`config.mk`:
```
export PLATFORM = sky130hd
export DESIGN_NAME = tlc_vehicle_detector_flat
export DESIGN_NICKNAME = d
export VERILOG_FILES = /design/src/rtl/tlc_pkg.sv /design/src/rtl/tlc_vehicle_detector_if.sv /design/src/rtl/tlc_debounce.sv /design/src/rtl/tlc_vehicle_detector.sv /design/src/flat_wrapper.sv
export SDC_FILE = /design/constraint.sdc
export NUM_CORES = 1
export LEC_CHECK = 0
export CORE_AREA = 2 2 46 48
export DETAILED_ROUTE_END_ITERATION = 12
export DIE_AREA = 0 0 48 50
export MAX_ROUTING_LAYER = met4
export PLACE_DENSITY = 0.75
export SYNTH_ARGS = -nofsm -noshare
export SYNTH_HDL_FRONTEND = slang
export SYNTH_SLANG_ARGS = --single-unit
```
`constraint.sdc`:
```
create_clock -name clk -period 3.3 [get_ports clk]
set_input_delay 0.33 -clock clk [delete_from_list [all_inputs] [get_ports clk]]
set_output_delay 0.33 -clock clk [all_outputs]
set_load 0.1 [all_outputs]
```
`src/rtl/tlc_pkg.sv`:
```
// Shared definitions for the traffic-light controller and its farm-road vehicle detector.
package tlc_pkg;

  localparam logic [2:0] LightGreen  = 3'b001;
  localparam logic [2:0] LightYellow = 3'b010;
  localparam logic [2:0] LightRed    = 3'b100;

  typedef enum logic [1:0] {
    DetIdle  = 2'd0,
    DetWait  = 2'd1,
    DetServe = 2'd2
  } det_state_e;

  typedef enum logic [1:0] {
    CtlHwyGreen   = 2'd0,
    CtlHwyYellow  = 2'd1,
    CtlFarmGreen  = 2'd2,
    CtlFarmYellow = 2'd3
  } ctl_state_e;

  function automatic logic light_is_legal(logic [2:0] code);
    return (code == LightGreen) || (code == LightYellow) || (code == LightRed);
  endfunction

endpackage

```
`src/rtl/tlc_vehicle_detector_if.sv`:
```
// Sensor/light inputs and request/status outputs of the farm-road vehicle detector.
interface tlc_vehicle_detector_if;
  logic       sensor_raw;
  logic [2:0] light_farm;
  logic       car_req;
  logic [3:0] queue_cnt;
  logic [1:0] det_state;
  logic       overflow;
  logic       bad_light;

  modport master (
    output sensor_raw, light_farm,
    input  car_req, queue_cnt, det_state, overflow, bad_light
  );

  modport slave (
    input  sensor_raw, light_farm,
    output car_req, queue_cnt, det_state, overflow, bad_light
  );
endinterface

```
`src/rtl/tlc_debounce.sv`:
```
// Two-flop synchroniser, stability-count debouncer and rising-edge arrival pulse.
module tlc_debounce #(
  parameter int unsigned DEBOUNCE_CYCLES = 4
) (
  input  logic clk,
  input  logic rst,
  input  logic sensor_raw,
  output logic arrive
);

  localparam logic [3:0] DbTarget = 4'(DEBOUNCE_CYCLES);

  logic       sync1_q, s_sync_q;
  logic       s_db_q, s_db_d, s_db_prev_q;
  logic [3:0] cnt_q, cnt_d;

  always_comb begin
    cnt_d  = 4'd0;
    s_db_d = s_db_q;
    if (s_sync_q != s_db_q) begin
      // The counter clears on the same edge that the debounced value flips.
      if (cnt_q + 4'd1 == DbTarget) begin
        s_db_d = s_sync_q;
      end else begin
        cnt_d = cnt_q + 4'd1;
      end
    end
  end

  always_ff @(posedge clk) begin
    if (rst) begin
      sync1_q     <= 1'b0;
      s_sync_q    <= 1'b0;
      s_db_q      <= 1'b0;
      s_db_prev_q <= 1'b0;
      cnt_q       <= 4'd0;
    end else begin
      sync1_q     <= sensor_raw;
      s_sync_q    <= sync1_q;
      s_db_q      <= s_db_d;
      s_db_prev_q <= s_db_q;
      cnt_q       <= cnt_d;
    end
  end

  assign arrive = s_db_q & ~s_db_prev_q;

endmodule

```
`src/rtl/tlc_vehicle_detector.sv`:
```
// Farm-road vehicle detector: counts waiting cars, drains them on farm green, drives car_req.
module tlc_vehicle_detector
  import tlc_pkg::*;
#(
  parameter int unsigned DEBOUNCE_CYCLES = 4,
  parameter int unsigned SERVICE_CYCLES  = 3,
  parameter int unsigned MAX_QUEUE       = 15
) (
  input logic                  clk,
  input logic                  rst,
  tlc_vehicle_detector_if.slave det
);

  localparam logic [3:0] SvcLast = 4'(SERVICE_CYCLES - 1);
  localparam logic [3:0] MaxQ    = 4'(MAX_QUEUE);

  logic       arrive, depart, green;
  logic [3:0] timer_q, timer_d;
  logic [3:0] queue_q, queue_d;
  logic       overflow_q, overflow_d;
  logic       bad_light_q, bad_light_d;
  det_state_e state_q, state_d;

  tlc_debounce #(
    .DEBOUNCE_CYCLES(DEBOUNCE_CYCLES)
  ) u_debounce (
    .clk       (clk),
    .rst       (rst),
    .sensor_raw(det.sensor_raw),
    .arrive    (arrive)
  );

  // Illegal light codes count as not green.
  assign green  = (det.light_farm == LightGreen);
  assign depart = green && (timer_q == SvcLast) && (queue_q != 4'd0);

  always_comb begin
    timer_d = 4'd0;
    if (green && (timer_q != SvcLast)) begin
      timer_d = timer_q + 4'd1;
    end
  end

  always_comb begin
    queue_d     = queue_q;
    overflow_d  = overflow_q;
    bad_light_d = bad_light_q | ~light_is_legal(det.light_farm);
    if (arrive && !depart) begin
      if (queue_q == MaxQ) begin
        overflow_d = 1'b1;
      end else begin
        queue_d = queue_q + 4'd1;
      end
    end else if (depart && !arrive) begin
      queue_d = queue_q - 4'd1;
    end
  end

  always_comb begin
    state_d = state_q;
    case (state_q)
      DetIdle:  if (arrive) state_d = green ? DetServe : DetWait;
      DetWait:  if (green) state_d = DetServe;
      DetServe: if (!green) state_d = (queue_d != 4'd0) ? DetWait : DetIdle;
      default:  state_d = DetIdle;
    endcase
  end

  always_ff @(posedge clk) begin
    if (rst) begin
      timer_q     <= 4'd0;
      queue_q     <= 4'd0;
      overflow_q  <= 1'b0;
      bad_light_q <= 1'b0;
      state_q     <= DetIdle;
    end else begin
      timer_q     <= timer_d;
      queue_q     <= queue_d;
      overflow_q  <= overflow_d;
      bad_light_q <= bad_light_d;
      state_q     <= state_d;
    end
  end

  assign det.car_req   = (queue_q != 4'd0);
  assign det.queue_cnt = queue_q;
  assign det.det_state = state_q;
  assign det.overflow  = overflow_q;
  assign det.bad_light = bad_light_q;

endmodule

```
`src/flat_wrapper.sv`:
```
// flat-port wrapper written by rule: the top's interface ports become plain ports
module tlc_vehicle_detector_flat import tlc_pkg::*;
#(
  parameter int unsigned DEBOUNCE_CYCLES = 4,
  parameter int unsigned SERVICE_CYCLES  = 3,
  parameter int unsigned MAX_QUEUE       = 15
)
  (clk, rst, det_sensor_raw, det_light_farm, det_car_req, det_queue_cnt, det_det_state, det_overflow, det_bad_light);
  tlc_vehicle_detector_if det_i ();
  input logic clk;
  input logic rst;
  input wire logic [$bits(det_i.sensor_raw)-1:0] det_sensor_raw;
  input wire logic [$bits(det_i.light_farm)-1:0] det_light_farm;
  output wire logic [$bits(det_i.car_req)-1:0] det_car_req;
  output wire logic [$bits(det_i.queue_cnt)-1:0] det_queue_cnt;
  output wire logic [$bits(det_i.det_state)-1:0] det_det_state;
  output wire logic [$bits(det_i.overflow)-1:0] det_overflow;
  output wire logic [$bits(det_i.bad_light)-1:0] det_bad_light;
  assign det_i.sensor_raw = det_sensor_raw;
  assign det_i.light_farm = det_light_farm;
  assign det_car_req = det_i.car_req;
  assign det_queue_cnt = det_i.queue_cnt;
  assign det_det_state = det_i.det_state;
  assign det_overflow = det_i.overflow;
  assign det_bad_light = det_i.bad_light;
  tlc_vehicle_detector #(.DEBOUNCE_CYCLES(DEBOUNCE_CYCLES), .SERVICE_CYCLES(SERVICE_CYCLES), .MAX_QUEUE(MAX_QUEUE)) u_core (.clk(clk), .rst(rst), .det(det_i));
endmodule
```
==> results of run 1 <==
power by group:
group | switching, mW | internal [mW]
logic | 0.0174 | 0.0113
registers | 0.00154 | 0.244
clock network | 0.0760 | 0.123
total | 0.0950 | 0.378
cell families (layout without fill, tap and decap cells):
| family | Yosys count | in the layout | synth area share |
|---|---|---|---|
| flops | 20 | 20 | 0.409 |
| fa+ha+maj | 5 | 5 | 0.0639 |
| simple gates | 52 | 52 | 0.304 |
| mux | 1 | 1 | 0.0102 |
| compound gates | 16 | 16 | 0.132 |
| buf+inv | 7 | 24 | 0.0268 |
| xor+xnor | 6 | 6 | 0.0537 |
per-layer routing:
metal  vias to the layer above  wire length, µm  global-route usage
met3                         4               58              0.0256
met2                        18              821               0.284
met1                       356              854               0.213
li1                        409                -                   -
met5                         -                0                   -
met4                         0               36              0.0766
flip-flops by register name, summed over array words and instances, names as in the netlist, 2 cells and up:
signal	cells
u_core.det.det_state	2
u_core.u_debounce.cnt_q	4
u_core.det.queue_cnt	4
u_core.timer_q	4
final cells by class:
type,count,area [µm²]
clock buffer,3,22.5
fill,153,703
sequential,20,400
timing repair buffer,14,138
multi-input combinational,80,552
inverter,6,22.5
tap,27,33.8
clock inverter,1,30.0
cell usage after synthesis, types with 2 or more instances:
master     n
dfxtp_1   20
ha_1       5
nor2_1    18
and3_1     2
a21o_1     2
or3_1      2
nor3b_2    2
xnor2_1    2
nor3_1     4
nand2b_1   3
nand2_1    4
xor2_1     4
nand3_1    3
inv_1      6
nor2b_1    5
o21ai_0    3
metrics by stage:
step                      hold slack [ns]  setup WS [ns]  cell area [µm²]
after CTS                           0.458          0.979             1200
after global placement              0.423           1.17             1150
final                               0.456          0.976             1200
after floorplan                     0.402          0.572              978
after detailed placement            0.431           1.15             1150
after global routing                0.464          0.941             1200
worst max-delay path by stage:
stage,start,end,slack (ns),cells after the start
3_3_place_gp,det_light_farm[0],u_core.det.det_state[0],1.17,6
4_1_cts,u_core.det.queue_cnt[3],det_queue_cnt[3],0.98,1
3_5_place_dp,det_light_farm[0],u_core.det.det_state[0],1.15,6
2_1_floorplan,u_core.det.queue_cnt[0],u_core.det.det_state[0],0.57,7
6_report,u_core.det.queue_cnt[3],det_queue_cnt[3],0.98,1
5_1_grt,u_core.det.queue_cnt[3],det_queue_cnt[3],0.94,1
placed cells by master, fill, tap and decap left out, drive strengths merged, types with 2 or more instances in the layout:
master,synthesis,layout
or3,3,3
nor2,18,18
ha,5,5
o21ai,3,3
a21o,2,2
dfxtp,20,20
clkbuf,1,3
nand3,3,3
and3,3,3
xor2,4,4
clkdlybuf4s50,0,13
nor3b,3,3
nor3,4,4
or3b,2,2
nand2,4,4
nor2b,5,5
inv,6,6
nand2b,3,3
a311oi,2,2
xnor2,2,2
==> reports/qor.csv, run 1 <==
metric;value;unit
drt_first_pass_iters;4;
cap_violations;0;
synth_cell_types;38;
crit_slowest_cell;clkdlybuf4s50_1;
path_delay_family;buffers and inverters;
p_leak;0.459;nW
path_class;reg2out;
status;finished clean;
period_share;0.704;
setup.worst_path.end_class;output port;
power;0.473;mW
post-cts-setup-buffers;0;
die_y;50;µm
grt_start_max_net_pins;16;
startpoint_type;flop;
antenna_left;0;
grt_pass1_vias;725;
synth_area;978;µm²
wirelength;1770;µm
post-dp-hpwl;1350;µm
p_per_area;395;nW/µm²
synth.largest_area_cell;dfxtp_1;
drtIter0Drc;10;
cp_cell_sequence;clkdlybuf4s50_1;
rsz0062_at_grt;false;
antenna_found_initial;0;
reg2reg_to;u_core.det.det_state[0];
fmax;430;MHz
final_nets;136;
clk_pin_slew;0.11;ns
syn_to_final_growth;22.5;%
dieArea;2400;µm²
postCtsHoldBufs;0;
arrival;1.99;ns
overflow;0;
clk_latency;0.30;ns
required;2.97;ns
cts_tree;built;
routed_via_density;5.21;
grt_first_pass_wirelength;3040;µm
start_util;0.514;
io_pins;15;
vias;787;
ir_drop;0.299;mV
final_util;0.630;
synth_top_area_share;0.409;
globalplace.congestion;0.830;
synth_seq_cells;20;
slew_headroom;0.351;
max_stage_delay;1.19;ns
fin_skew;0.00103;ns
setup_viol;0;
yosysSeqAreaShare;0.409;
whs_path_depth;1;
async_flop_share;0;
ctsResizeCount;0;
crit_fanout;10;
cts_max_level;1;
holdCritStartpoint;u_core.u_debounce.sync1_q;
layout-drive-gt1-share;0.113;
drv_slew;0;
netlist_instances;107;
die_w;48;µm
num_rows;16;
path_buf_inv;1;
synth-edff-count;0;
root_buffer;clkbuf_4;
tns;0;ns
worst_pin_slew;0.971;ns
synth.area.top_cells;dfxtp_1 (41%), nor2_1 (6.9%), ha_1 (6.4%);
worst_r2r_startpoint;u_core.det.queue_cnt[0];
cts_buffers;3;
syn_avg_cell_area;9.14;µm²
finalHoldViolCount;0;
min_path_type;reg2reg;
route.detailed.drc;0;
placed_cells;147;
coreArea;1900;µm²
clockBufferDepth;2;
layout.cells.non_filler;151;
synth_nets;118;
synth_warnings;0;
drt-wirelength-per-cell;11.7;µm
port_buffers;14;
r2r_slack;1.32;ns
cts.sinks;20;
reg2regPathDepth;7;
synthFlopType;dfxtp_1;
track_usage;0.177;
fin_crit;2.32;ns
diodes;0;
whs_endpoint;u_core.u_debounce.s_sync_q;
(Power assumes the default switching activity.)
==> inputs of run 2 (changes only) <==
Settings changed: CORE_AREA 2 2 46 48 to 2 2 47 49, DIE_AREA 0 0 48 50 to 0 0 49 51, PLACE_DENSITY 0.75 to 0.72.
Clock period 3.3 ns to 2.3 ns, I/O delays scaled along.
==> run 2 against run 1 <==
  * Clock skew increased by 0.0024 ns
  * Register-to-register slack got worse by 0.97 ns
  * Routed wire length increased by 0.40%
  * Flip-flop and latch count unchanged
  * Critical path type is now reg2reg
  * Critical path depth increased by 6
  * Sequential power increased by 42%
==> reports/qor.csv, run 2 (synthesized netlist as in run 1, its figures left out) <==
metric;value;unit
start_util;0.474;
finalHoldViolCount;0;
final_nets;136;
setup.worst_path.start;u_core.det.queue_cnt[1];
drtIter0Drc;18;
status;finished clean;
port_buffers;14;
route.detailed.drc;0;
drv_slew;0;
busiest_layer;met2;
whs_path_depth;1;
slew_headroom;0.640;
reg2regPathDepth;7;
period_share;0.847;
fin_crit;1.95;ns
layout_commonest_cell;nor2_1;
whs_endpoint;u_core.u_debounce.cnt_q[0];
seq_power_share;0.630;
postCtsHoldBufs;0;
cp_cell_sequence;inv_1 > ha_1 > or3b_4 > and4_4 > or3_4 > a21boi_2 > a41oi_1;
drt_first_pass_iters;4;
layout-drive-gt1-share;0.202;
clk_latency;0.29;ns
grt_pass1_vias;725;
num_rows;17;
clk_pin_slew;0.11;ns
cts_max_level;1;
grt_start_max_net_pins;16;
rsz0062_at_grt;false;
drt-wirelength-per-cell;11.7;µm
path_class;reg2reg;
worst_r2r_startpoint;u_core.det.queue_cnt[1];
root_buffer;clkbuf_4;
die_w;49;µm
routed_via_density;5.14;
syn_to_final_growth;18.9;%
ir_drop;0.342;mV
cts.sinks;20;
grt_util_met3;0.0380;
dieArea;2500;µm²
clockBufferDepth;2;
p_int;0.427;mW
use_met1;0.225;
diodes;0;
worst_pin_slew;0.539;ns
ctsResizeCount;0;
coreArea;2060;µm²
final_util;0.564;
vias;782;
whs;0.457;ns
max_stage_delay;0.42;ns
globalplace.congestion;0.836;
cap_violations;0;
die_y;51;µm
min_path_type;reg2reg;
cts_tree;built;
fmax;513;MHz
pwr-share-clk;0.297;
fin_skew;0.00343;ns
n_fill_cell;204;
required;2.48;ns
post-dp-hpwl;1340;µm
wirelength;1780;µm
antenna_found_initial;0;
p_per_area;478;nW/µm²
reg2reg_to;u_core.det.det_state[0];
startpoint_type;flop;
post-cts-setup-buffers;0;
io_pins;15;
cts_buffers;3;
grt_first_pass_wirelength;3250;µm
track_usage;0.174;
crit_slowest_cell;or3b_4;
crit_fanout;7;
setup.worst_path.end_class;flop;
pwr-share-comb;0.072;
setup_viol;0;
power_switching;0.129;mW
tns;0;ns
final_cell_mix;nor2_1 (18), dfxtp_1 (16), buf_4 (9);
holdCritStartpoint;u_core.u_debounce.cnt_q[0];
arrival;2.13;ns
r2r_slack;0.35;ns
p_leak;0.465;nW
overflow;0;
antenna_left;0;
gr-usage-met2;0.253;
netSwitchingFraction;0.232;
[run 2: cell count changes in the layout (fill, tap and decap cells not counted), sizes merged]
| cell | before | now |
|---|---|---|
| clkinv | 0 | 1 |
| buf | 1 | 9 |
| bufinv | 1 | 0 |
| clkdlybuf4s50 | 13 | 5 |
[run 2: how the worst max path moves through the flow]
stage,to,slack [ns],cells after the start
final,u_core.det.det_state[0],0.35,7
after floorplan,u_core.det.det_state[0],0.10,7
after global routing,u_core.det.det_state[0],0.25,7
after CTS,u_core.det.det_state[0],0.35,7
after global placement,u_core.det.det_state[0],0.26,6
after detailed placement,u_core.det.det_state[0],0.26,6
[run 2: area by class of cell]
| cell class | count | area, µm² | share of cell area |
|---|---|---|---|
| Tap cell | 28 | 35.0 | 0.0301 |
| Inverter | 6 | 22.5 | 0.0194 |
| Sequential cell | 20 | 410 | 0.353 |
| Timing Repair Buffer | 14 | 118 | 0.101 |
| Multi-Input combinational cell | 80 | 552 | 0.474 |
| Clock inverter | 1 | 3.75 | 0.00323 |
| Clock buffer | 3 | 22.5 | 0.0194 |
[run 2: layer usage]
metal	routed length, µm	part of all wire
met4	14	0.0079
met5	0	0
met3	65	0.037
met2	820	0.46
met1	877	0.49
[run 2: critical path: cells and delay by family, from the launching register on]
| kind | cells | cell delay, ns |
|---|---|---|
| AO/OA/AOI/OAI | 2 | 0.22 |
| adder cells (fa/ha/maj) | 1 | 0.21 |
| buffers and inverters | 1 | 0.06 |
| flip-flops | 1 | 0.38 |
| AND/OR/NAND/NOR | 3 | 0.96 |
[run 2: power by group through the flow]
stage / Clock [mW] / Sequential (mW) / Combinational, mW
floorplan: 0 / 0.370 / 0.0126
global route: 0.190 / 0.351 / 0.0436
detailed placement: 0 / 0.358 / 0.0404
global placement: 0 / 0.358 / 0.0398
finish: 0.165 / 0.350 / 0.0403
CTS: 0.172 / 0.350 / 0.0406
[run 2: per-stage QoR]
step | cell area (µm²) | worst slack (ns) | instances | total power, mW
after global routing | 1160 | 0.254 | 152 | 0.584
after floorplan | 988 | 0.102 | 107 | 0.382
after detailed placement | 1140 | 0.257 | 148 | 0.399
after CTS | 1160 | 0.354 | 152 | 0.563
after global placement | 1140 | 0.259 | 148 | 0.398
final | 1160 | 0.351 | 152 | 0.556
==> inputs of run 3 (changes only) <==
Clock period 2.3 ns to 1.9 ns, I/O delays scaled along.
==> run 3 against run 2 <==
  * Sequential share of layout area shrank 3.7 points
  * Combinational power is 31% higher
  * Non-clock buffer count is 8 higher
  * Setup slack worse by 0.32 ns
  * Routed wire length increased by 10%
  * Die area stayed put
  * Worst hold slack got worse by 0.023 ns
  * Critical path depth unchanged
  * Critical endpoint unchanged
  * Clock skew increased by 0.0063 ns
==> reports/qor.csv, run 3 (synthesized netlist as in run 1, its figures left out) <==
metric;value;unit
p_leak;0.526;nW
dieArea;2500;µm²
wirelength;1960;µm
cp_cell_sequence;inv_4 > ha_4 > or3b_4 > and4_4 > or3_4 > a21boi_2 > a41oi_2;
num_rows;17;
clk_pin_slew;0.12;ns
path_class;reg2reg;
overflow;0;
track_usage;0.179;
path_delay_family;simple AND/OR/NAND/NOR gates;
finalHoldViolCount;0;
pwr-share-clk;0.419;
vias;847;
drv_slew;0;
coreArea;2060;µm²
path_buf_inv;1;
crit_fanout;4;
cap_violations;0;
max_stage_delay;0.40;ns
drtIter0Drc;8;
fin_crit;1.87;ns
die_w;49;µm
antenna_left;0;
fin_skew;0.00969;ns
slew_headroom;0.703;
whs;0.433;ns
final_nets;144;
drt-wirelength-per-cell;12.2;µm
post-dp-hpwl;1510;µm
power_switching;0.165;mW
pwr-share-comb;0.064;
netSwitchingFraction;0.201;
p_int;0.656;mW
cts.sinks;20;
antenna_found_initial;0;
setup.worst_path.end_class;flop;
start_util;0.474;
route.detailed.drc;0;
cts_max_level;1;
min_path_type;in2reg;
final_cell_mix;nor2_1 (18), buf_4 (16), dfxtp_1 (15);
post-cts-setup-buffers;0;
p_per_area;630;nW/µm²
cts_tree;built;
drt_first_pass_iters;4;
io_pins;15;
clk_latency;0.31;ns
clockBufferDepth;2;
worst_pin_slew;0.444;ns
crit_slowest_cell;or3b_4;
grt_start_max_net_pins;13;
status;finished clean;
diodes;0;
grt_pass1_vias;792;
seq_power_share;0.516;
required;2.09;ns
grt_first_pass_wirelength;3330;µm
rsz0062_at_grt;true;
setup_viol;0;
arrival;2.07;ns
routed_via_density;5.29;
port_buffers;14;
syn_to_final_growth;33.2;%
startpoint_type;flop;
globalplace.congestion;0.906;
period_share;0.985;
die_y;51;µm
ir_drop;0.578;mV
root_buffer;clkbuf_4;
cts_buffers;3;
fmax;534;MHz
tns;0;ns
layout-drive-gt1-share;0.295;
layout_commonest_cell;nor2_1;
## run 3: cell type report
cell class / instances / area, µm²
clock buffers: 3 / 22.5
clock inverters: 1 / 30.0
fillers: 184 / 759
inverters: 6 / 25.0
multi-input cells: 80 / 589
flip-flops and latches: 20 / 412
well taps: 28 / 35.0
repair buffers: 22 / 190
## run 3: path summary, 6_finish.rpt
| check | start | slack, ns | to | depth (start not counted) |
|---|---|---|---|---|
| hold / removal | det_sensor_raw | 0.43 | u_core.u_debounce.sync1_q | 2 |
| setup reg to reg | u_core.det.queue_cnt[1] | 0.03 | u_core.det.det_state[0] | 7 |
| setup / recovery | u_core.det.queue_cnt[1] | 0.03 | u_core.det.det_state[0] | 7 |
| hold reg to reg | u_core.timer_q[0] | 0.44 | u_core.timer_q[0] | 1 |
## run 3: power groups by stage
stage	registers [mW]	clock network, mW	logic, mW
final	0.424	0.344	0.0528
after global routing	0.425	0.366	0.0569
after CTS	0.424	0.351	0.0527
after detailed placement	0.434	0	0.0523
after global placement	0.433	0	0.0512
after floorplan	0.447	0	0.0153
## run 3: stage by stage
step	area [µm²]	utilization	total power [mW]	worst slack [ns]	cells
6_report	1300	0.632	0.821	0.0280	160
5_1_grt	1300	0.632	0.848	-0.0282	160
4_1_cts	1270	0.618	0.828	0.00162	160
3_5_place_dp	1220	0.592	0.486	-0.114	156
3_3_place_gp	1220	0.592	0.485	-0.0581	156
2_1_floorplan	1000	-	0.463	-0.256	107
## run 3: worst register-to-register path, cell delays in order, from the launching register on
cell and delay, ns:
dfxtp_4 0.37, inv_4 0.05, ha_4 0.13, or3b_4 0.40, and4_4 0.22, or3_4 0.34
a21boi_2 0.15, a41oi_2 0.09
## run 3: what timing repair did
action                                  4_1_cts  5_1_grt
resized for setup                             0        5
endpoints found under the hold margin         0        0
hold buffers                                  0        0
endpoints found under the setup margin        0        3
## run 3: routing by layer
layer	up-vias	GRT usage	share of wire
li1	429	-	-
met1	397	0.210	0.46
met2	16	0.292	0.49
met3	5	0.0380	0.033
met4	0	0.0905	0.017
met5	-	-	0
